**config.mk**
```make
export PLATFORM = sky130hd
export DESIGN_NAME = scoreboard_register_file
export DESIGN_NICKNAME = d
export VERILOG_FILES = /design/src/rtl/regfile_pkg.sv /design/src/rtl/regfile_scoreboard.sv /design/src/rtl/scoreboard_register_file.sv
export SDC_FILE = /design/constraint.sdc
export NUM_CORES = 1
export LEC_CHECK = 0
export BUFFER_PORTS_ARGS = -buffer_cell sky130_fd_sc_hd__buf_2
export CORE_MARGIN = 5
export CORE_UTILIZATION = 30
export DETAILED_ROUTE_END_ITERATION = 16
export PLACE_DENSITY = 0.55
export SYNTH_ARGS = -nofsm -noshare
export SYNTH_HDL_FRONTEND = slang
export SYNTH_SLANG_ARGS = --single-unit
```
**constraint.sdc**
```tcl
create_clock -name clk -period 2.8 [get_ports clk]
set_input_delay 0.56 -clock clk [delete_from_list [all_inputs] [get_ports clk]]
set_output_delay 0.56 -clock clk [all_outputs]
set_load 0.05 [all_outputs]
```
**src/rtl/regfile_pkg.sv**
```systemverilog
// Shared constants and index-width helper for the scoreboarded register file.
// Latency: n/a (package only).
// Backpressure: n/a (package only).
//
// Contents: default register width/count and index_width(), which sizes the
// index typedef each module declares from its own NREGS.
package regfile_pkg;

    localparam int DEFAULT_DATA_W = 8;
    localparam int DEFAULT_NREGS  = 4;

    // Width of a register index for a file of n entries; a module declares
    // its index type as logic [index_width(NREGS)-1:0]. Floors at 1 bit so a
    // degenerate count still yields a legal vector.
    function automatic int index_width(input int n);
        return (n <= 1) ? 1 : $clog2(n);
    endfunction

endpackage : regfile_pkg

```
**src/rtl/regfile_scoreboard.sv**
```systemverilog
// Pending-bit scoreboard: one bit per register plus a registered population count.
// Latency: set/clear land at the next clk edge; pending and count are registered.
// Backpressure: none; one set and one clear are accepted every cycle.
//
// Ports:
//   clk, reset         rising-edge clock, synchronous active-high reset
//   set_en, set_idx    mark set_idx pending (wins over a clear of the same index)
//   clr_en, clr_idx    clear pending on clr_idx
//   pending            pending vector, bit i = register i
//   count              number of set bits in pending
module regfile_scoreboard
    import regfile_pkg::*;
#(
    parameter int NREGS = DEFAULT_NREGS,
    parameter int AW    = index_width(NREGS)
) (
    input  logic             clk,
    input  logic             reset,
    input  logic             set_en,
    input  logic [AW-1:0]    set_idx,
    input  logic             clr_en,
    input  logic [AW-1:0]    clr_idx,
    output logic [NREGS-1:0] pending,
    output logic [AW:0]      count
);

    logic [NREGS-1:0] pending_nxt;
    logic [AW:0]      count_nxt;
    logic             inc;
    logic             dec;

    // Clear first, then set, so a set aimed at the same index wins.
    always_comb begin
        pending_nxt = pending;
        if (clr_en) begin
            pending_nxt[clr_idx] = 1'b0;
        end
        if (set_en) begin
            pending_nxt[set_idx] = 1'b1;
        end
    end

    // The count tracks transitions only: a set on an already-pending bit adds
    // nothing, and a clear that loses to a same-index set removes nothing.
    // At most one +1 and one -1 per cycle, so the count stays in 0..NREGS.
    always_comb begin
        inc = set_en && !pending[set_idx];
        dec = clr_en && pending[clr_idx] && !(set_en && (set_idx == clr_idx));
        unique case ({inc, dec})
            2'b10:   count_nxt = count + (AW+1)'(1);
            2'b01:   count_nxt = count - (AW+1)'(1);
            default: count_nxt = count;
        endcase
    end

    always_ff @(posedge clk) begin
        if (reset) begin
            pending <= '0;
            count   <= '0;
        end else begin
            pending <= pending_nxt;
            count   <= count_nxt;
        end
    end

endmodule : regfile_scoreboard

```
**src/rtl/scoreboard_register_file.sv**
```systemverilog
// Register file with per-register pending (busy) scoreboard and a fixed tap port.
// Latency: reads combinational; writes and pending updates visible after the clk edge.
// Backpressure: none; a write and a busy_set are accepted every cycle.
//
// Ports:
//   clk, reset                rising-edge clock, synchronous active-high reset
//   r_a, r_b                  read indices; data_a/data_b, busy_a/busy_b are their results
//   write_en/reg/value        write strobe, index and data; also clears pending[write_reg]
//   busy_set, busy_reg        mark busy_reg pending (multi-cycle producer issued)
//   data_tap                  contents of register TAP_REG, same read rules as port A
//   any_busy, busy_count      OR and population count of the pending bits
// Build option: REGFILE_BYPASS_EN forwards the in-flight write to reads of the
// same index in the same cycle; without it reads see the stored state.
module scoreboard_register_file
    import regfile_pkg::*;
#(
    parameter int DATA_W  = DEFAULT_DATA_W,
    parameter int NREGS   = DEFAULT_NREGS,
    parameter int TAP_REG = 1,
    parameter int R0_ZERO = 0,
    localparam int AW     = index_width(NREGS)
) (
    input  logic              clk,
    input  logic              reset,
    input  logic [AW-1:0]     r_a,
    input  logic [AW-1:0]     r_b,
    input  logic              write_en,
    input  logic [AW-1:0]     write_reg,
    input  logic [DATA_W-1:0] write_value,
    input  logic              busy_set,
    input  logic [AW-1:0]     busy_reg,
    output logic [DATA_W-1:0] data_a,
    output logic [DATA_W-1:0] data_b,
    output logic              busy_a,
    output logic              busy_b,
    output logic [DATA_W-1:0] data_tap,
    output logic              any_busy,
    output logic [AW:0]       busy_count
);

    typedef logic [AW-1:0] idx_t;

    localparam idx_t TAP_IDX = idx_t'(TAP_REG);
    localparam bit   HW_ZERO = (R0_ZERO != 0);

    logic [DATA_W-1:0] regs [NREGS];
    logic [NREGS-1:0]  pending;
    logic              wr_vld;
    logic              set_vld;

    // Register 0 is inert when hardwired: no storage update, never pending.
    always_comb begin
        wr_vld  = write_en && !(HW_ZERO && (write_reg == '0));
        set_vld = busy_set && !(HW_ZERO && (busy_reg == '0));
    end

    always_ff @(posedge clk) begin
        if (reset) begin
            for (int i = 0; i < NREGS; i++) begin
                regs[i] <= '0;
            end
        end else if (wr_vld) begin
            regs[write_reg] <= write_value;
        end
    end

    regfile_scoreboard #(
        .NREGS (NREGS),
        .AW    (AW)
    ) u_scoreboard (
        .clk     (clk),
        .reset   (reset),
        .set_en  (set_vld),
        .set_idx (busy_reg),
        .clr_en  (wr_vld),
        .clr_idx (write_reg),
        .pending (pending),
        .count   (busy_count)
    );

    // One read path shared by A, B and the tap so identical indices always
    // return identical values.
    function automatic logic [DATA_W-1:0] read_data(input idx_t idx);
        logic [DATA_W-1:0] v;
        v = regs[idx];
`ifdef REGFILE_BYPASS_EN
        if (write_en && (write_reg == idx)) begin
            v = write_value;
        end
`endif
        // Applied last so forwarding can never leak a value onto register 0.
        if (HW_ZERO && (idx == '0)) begin
            v = '0;
        end
        return v;
    endfunction

    function automatic logic read_busy(input idx_t idx);
        logic b;
        b = pending[idx];
`ifdef REGFILE_BYPASS_EN
        // The in-flight write retires the pending bit, unless a same-cycle
        // busy_set re-arms it. set_vld is already masked for register 0.
        if (write_en && (write_reg == idx)) begin
            b = set_vld && (busy_reg == idx);
        end
`endif
        return b;
    endfunction

    always_comb begin
        data_a   = read_data(r_a);
        data_b   = read_data(r_b);
        data_tap = read_data(TAP_IDX);
        busy_a   = read_busy(r_a);
        busy_b   = read_busy(r_b);
        any_busy = |pending;
    end

endmodule : scoreboard_register_file

```
==> results by group <==
Status
  • Status: completed

Synth
  • Largest cells by area after synthesis: edfxtp_1, mux4_2, dfxtp_1
  • Cell Area, Synth: 0.00201 mm2
  • Sequential share of the synthesized area: 0.549
  • Compound-gate portion of the synthesized area: 0.0381
  • Syn avg cell area: 13.6 um2
  • Synth top area share: 0.479
  • Largest family of logic cells by synthesized area: multiplexers
  • Synth Area in XOR/XNOR: 0.0175
  • Syn nets: 169
  • Post-synthesis mux area share: 0.230
  • Post-synthesis simple-gate area fraction: 0.104
  • Yosys top cell by area: edfxtp_1
  • Synthesized flop and latch total: 39
  • Synth Area in Adders: 0.0162
  • Synth warn: 0
  • Gate Count Post-Synth: 147
  • Synth unique cells: 29

Global route
  • Most used routing layer: met2
  • Grt met3 use: 0.0295
  • Largest net degree at the start of global routing: 12
  • Number of global-route vias before repair: 1,395
  • M2 GR Usage: 0.177
  • Aggregate global routing overflow: 0
  • Met1 usage: 0.163
  • Initial antenna violation count: 0
  • Global-route wire length before repair: 7.36 mm
  • Gr usage total: 0.115

Setup path
  • Worst path cell trace: buf_2, mux4_2, and3_1, ha_1, fa_1, xnor2_1, or3_1, a21oi_1
  • Reg2reg path depth: 7
  • CP Class: input pin to flop
  • Peak per-stage delay on the critical path: 0.50 ns
  • Slowest cell on the critical path: mux4_2
  • Worst R2R Start: u_scoreboard.pending[2]$_SDFF_PP0_
  • Worst-path fanout max: 6
  • Worst setup endpoint: u_scoreboard.count[2]$_SDFFE_PP0P_
  • Start point of the critical path: write_reg[0]
  • Worst EP arrival: 2.59 ns
  • Worst Path Required: 3.02 ns
  • Critical Path Source Type: input pin
  • Reg-to-reg slack, setup: 0.52 ns
  • Critical Path End Type: flop
  • Reg2Reg Capture Point: u_scoreboard.count[2]$_SDFFE_PP0P_

Clocking
  • Clk root buf: clkbuf_8
  • CTS Hold Bufs: 0
  • CTS HTree Levels: 2
  • Worst skew pair latency: 0.28 ns
  • # resized after CTS: 0
  • Clock transition at path regs: 0.07 ns
  • Clk sinks: 39
  • Clk buf depth: 2
  • CTS tree: done
  • Number of CTS-inserted buffers: 5
  • Post-CTS setup buffer count: 0

Die
  • Die area: 0.00842 mm2
  • I/O Pins: 50
  • Die H: 91.8 um
  • Initial Util: 0.312
  • Core area: 0.00642 mm2
  • # rows: 29
  • Die W: 91.8 um

STA
  • Slew margin rel.: 0.518
  • # setup viols final: 0
  • Fin Hold WS: 0.510 ns
  • Fmax: 0.422 GHz
  • Final hold vios: 0
  • Setup TNS: 0 ns
  • Final min period: 2.37 ns
  • Max Transition Viols Final: 0
  • Worst Skew: 0.00152 ns
  • Tcrit/Tclk final: 0.845
  • Worst-margin pin slew: 0.721 ns
  • RSZ-0062 raised after global routing: no

Layout
  • Post-layout util: 0.373
  • Ratio of cells with drive above 1 in the final layout: 0.439
  • Register area: 0.00110 mm2
  • Final instance area: 0.00239 mm2
  • Nets: 217
  • Area delta synth->final: 19.3%
  • Ant diodes: 0
  • Commonest non-fill, non-tap cell in the layout: buf_2
  • Most frequent cells in the layout: buf_2, edfxtp_1, nor2_1, mux4_2, nand2_1
  • Area of the multi-input gates: 813 um2
  • Finished Layout Cells: 273
  • Fill count: 635

Place
  • Inst Count DP: 265
  • Post-DP HPWL: 3.38 mm
  • # port buffers: 49
  • Placer Congestion: 0.763
  • Cell Area, Placed: 0.00231 mm2

Min path
  • Hold crit path type: flop to flop

Route
  • DRT Pass-1 Iters: 4
  • Vias: 1,296
  • Final ANT Viol Nets: 0
  • DRC: 0
  • DR iter-0 viols: 63
  • DR WL/cell: 17.1 um
  • Post-Route WL: 4.66 mm
  • Vias/cell: 4.75

Run
  • Number of max-cap violations: 0

Power and ir drop
  • VDD IR-drop max: 0.164 mV
  • Leak: 0.000956 uW
  • P per Cell Area: 606 mW/mm2
[final cells by class]
type                    count  share of cell area
clock buffers               7              0.0319
well taps                  77              0.0403
inverters                  13              0.0204
multi-input cells          86               0.340
repair buffers             50               0.106
flip-flops and latches     39               0.460
clock inverters             1             0.00209
[cell usage after synthesis, drive strengths merged]
cell type / number
a31o: 1
nand3: 1
edfxtp: 32
inv: 13
o21bai: 3
buf: 7
nand3b: 1
or4: 1
a21oi: 2
o22ai: 2
mux2i: 1
mux4: 20
or3: 1
o21ai: 3
fa: 1
and3: 1
nand2: 10
nor2: 27
ha: 1
clkbuf: 2
or2: 1
nand2b: 3
nor2b: 2
dfxtp: 7
xnor2: 3
xor2: 1
[stage by stage]
step | setup WS (ns) | total power (uW)
2_1_floorplan | 0.397 | 1010
3_3_place_gp | 0.189 | 1110
3_5_place_dp | 0.133 | 1110
4_1_cts | 0.434 | 1460
5_1_grt | 0.338 | 1510
6_report | 0.433 | 1450
[critical path: cells and delay by family]
kind,cells,cell delay (ns)
AND/OR/NAND/NOR,2,0.48
AO/OA/AOI/OAI,1,0.14
XOR/XNOR,1,0.14
buffers and inverters,1,0.14
multiplexers,1,0.50
adder cells (fa/ha/maj),2,0.62
[where the power goes]
part	internal [uW]	switching, uW
combinational	116	270
clock	175	185
sequential	675	28.6
total	966	484
[metal layers]
metal  part of all wire  vias to the layer above
li1                   -                      635
met5                  0                        -
met1               0.49                      612
met3              0.057                        4
met2               0.45                       45
met4             0.0075                        0
[worst min path at each step]
stage,from,end,slack [ns],depth (start not counted)
6_report,u_scoreboard.count[2]$_SDFFE_PP0P_,u_scoreboard.count[2]$_SDFFE_PP0P_,0.51,2
5_1_grt,busy_reg[1],u_scoreboard.pending[1]$_SDFF_PP0_,0.55,2
4_1_cts,u_scoreboard.count[2]$_SDFFE_PP0P_,u_scoreboard.count[2]$_SDFFE_PP0P_,0.51,2
3_5_place_dp,u_scoreboard.count[2]$_SDFFE_PP0P_,u_scoreboard.count[2]$_SDFFE_PP0P_,0.50,2
3_3_place_gp,u_scoreboard.count[2]$_SDFFE_PP0P_,u_scoreboard.count[2]$_SDFFE_PP0P_,0.50,2
2_1_floorplan,u_scoreboard.pending[0]$_SDFF_PP0_,u_scoreboard.pending[0]$_SDFF_PP0_,0.47,2
[registers in the layout (all words and copies together), names as in the netlist]
name,count
u_scoreboard.count,3
regs,32
u_scoreboard.pending,4
[cell families after synthesis]
group / Yosys count
AO/OA/AOI/OAI: 11
XOR/XNOR: 4
adder cells (fa/ha/maj): 2
buffers and inverters: 22
flip-flops: 39
multiplexers: 21
AND/OR/NAND/NOR: 48
Power figures use the tool's default switching activity.
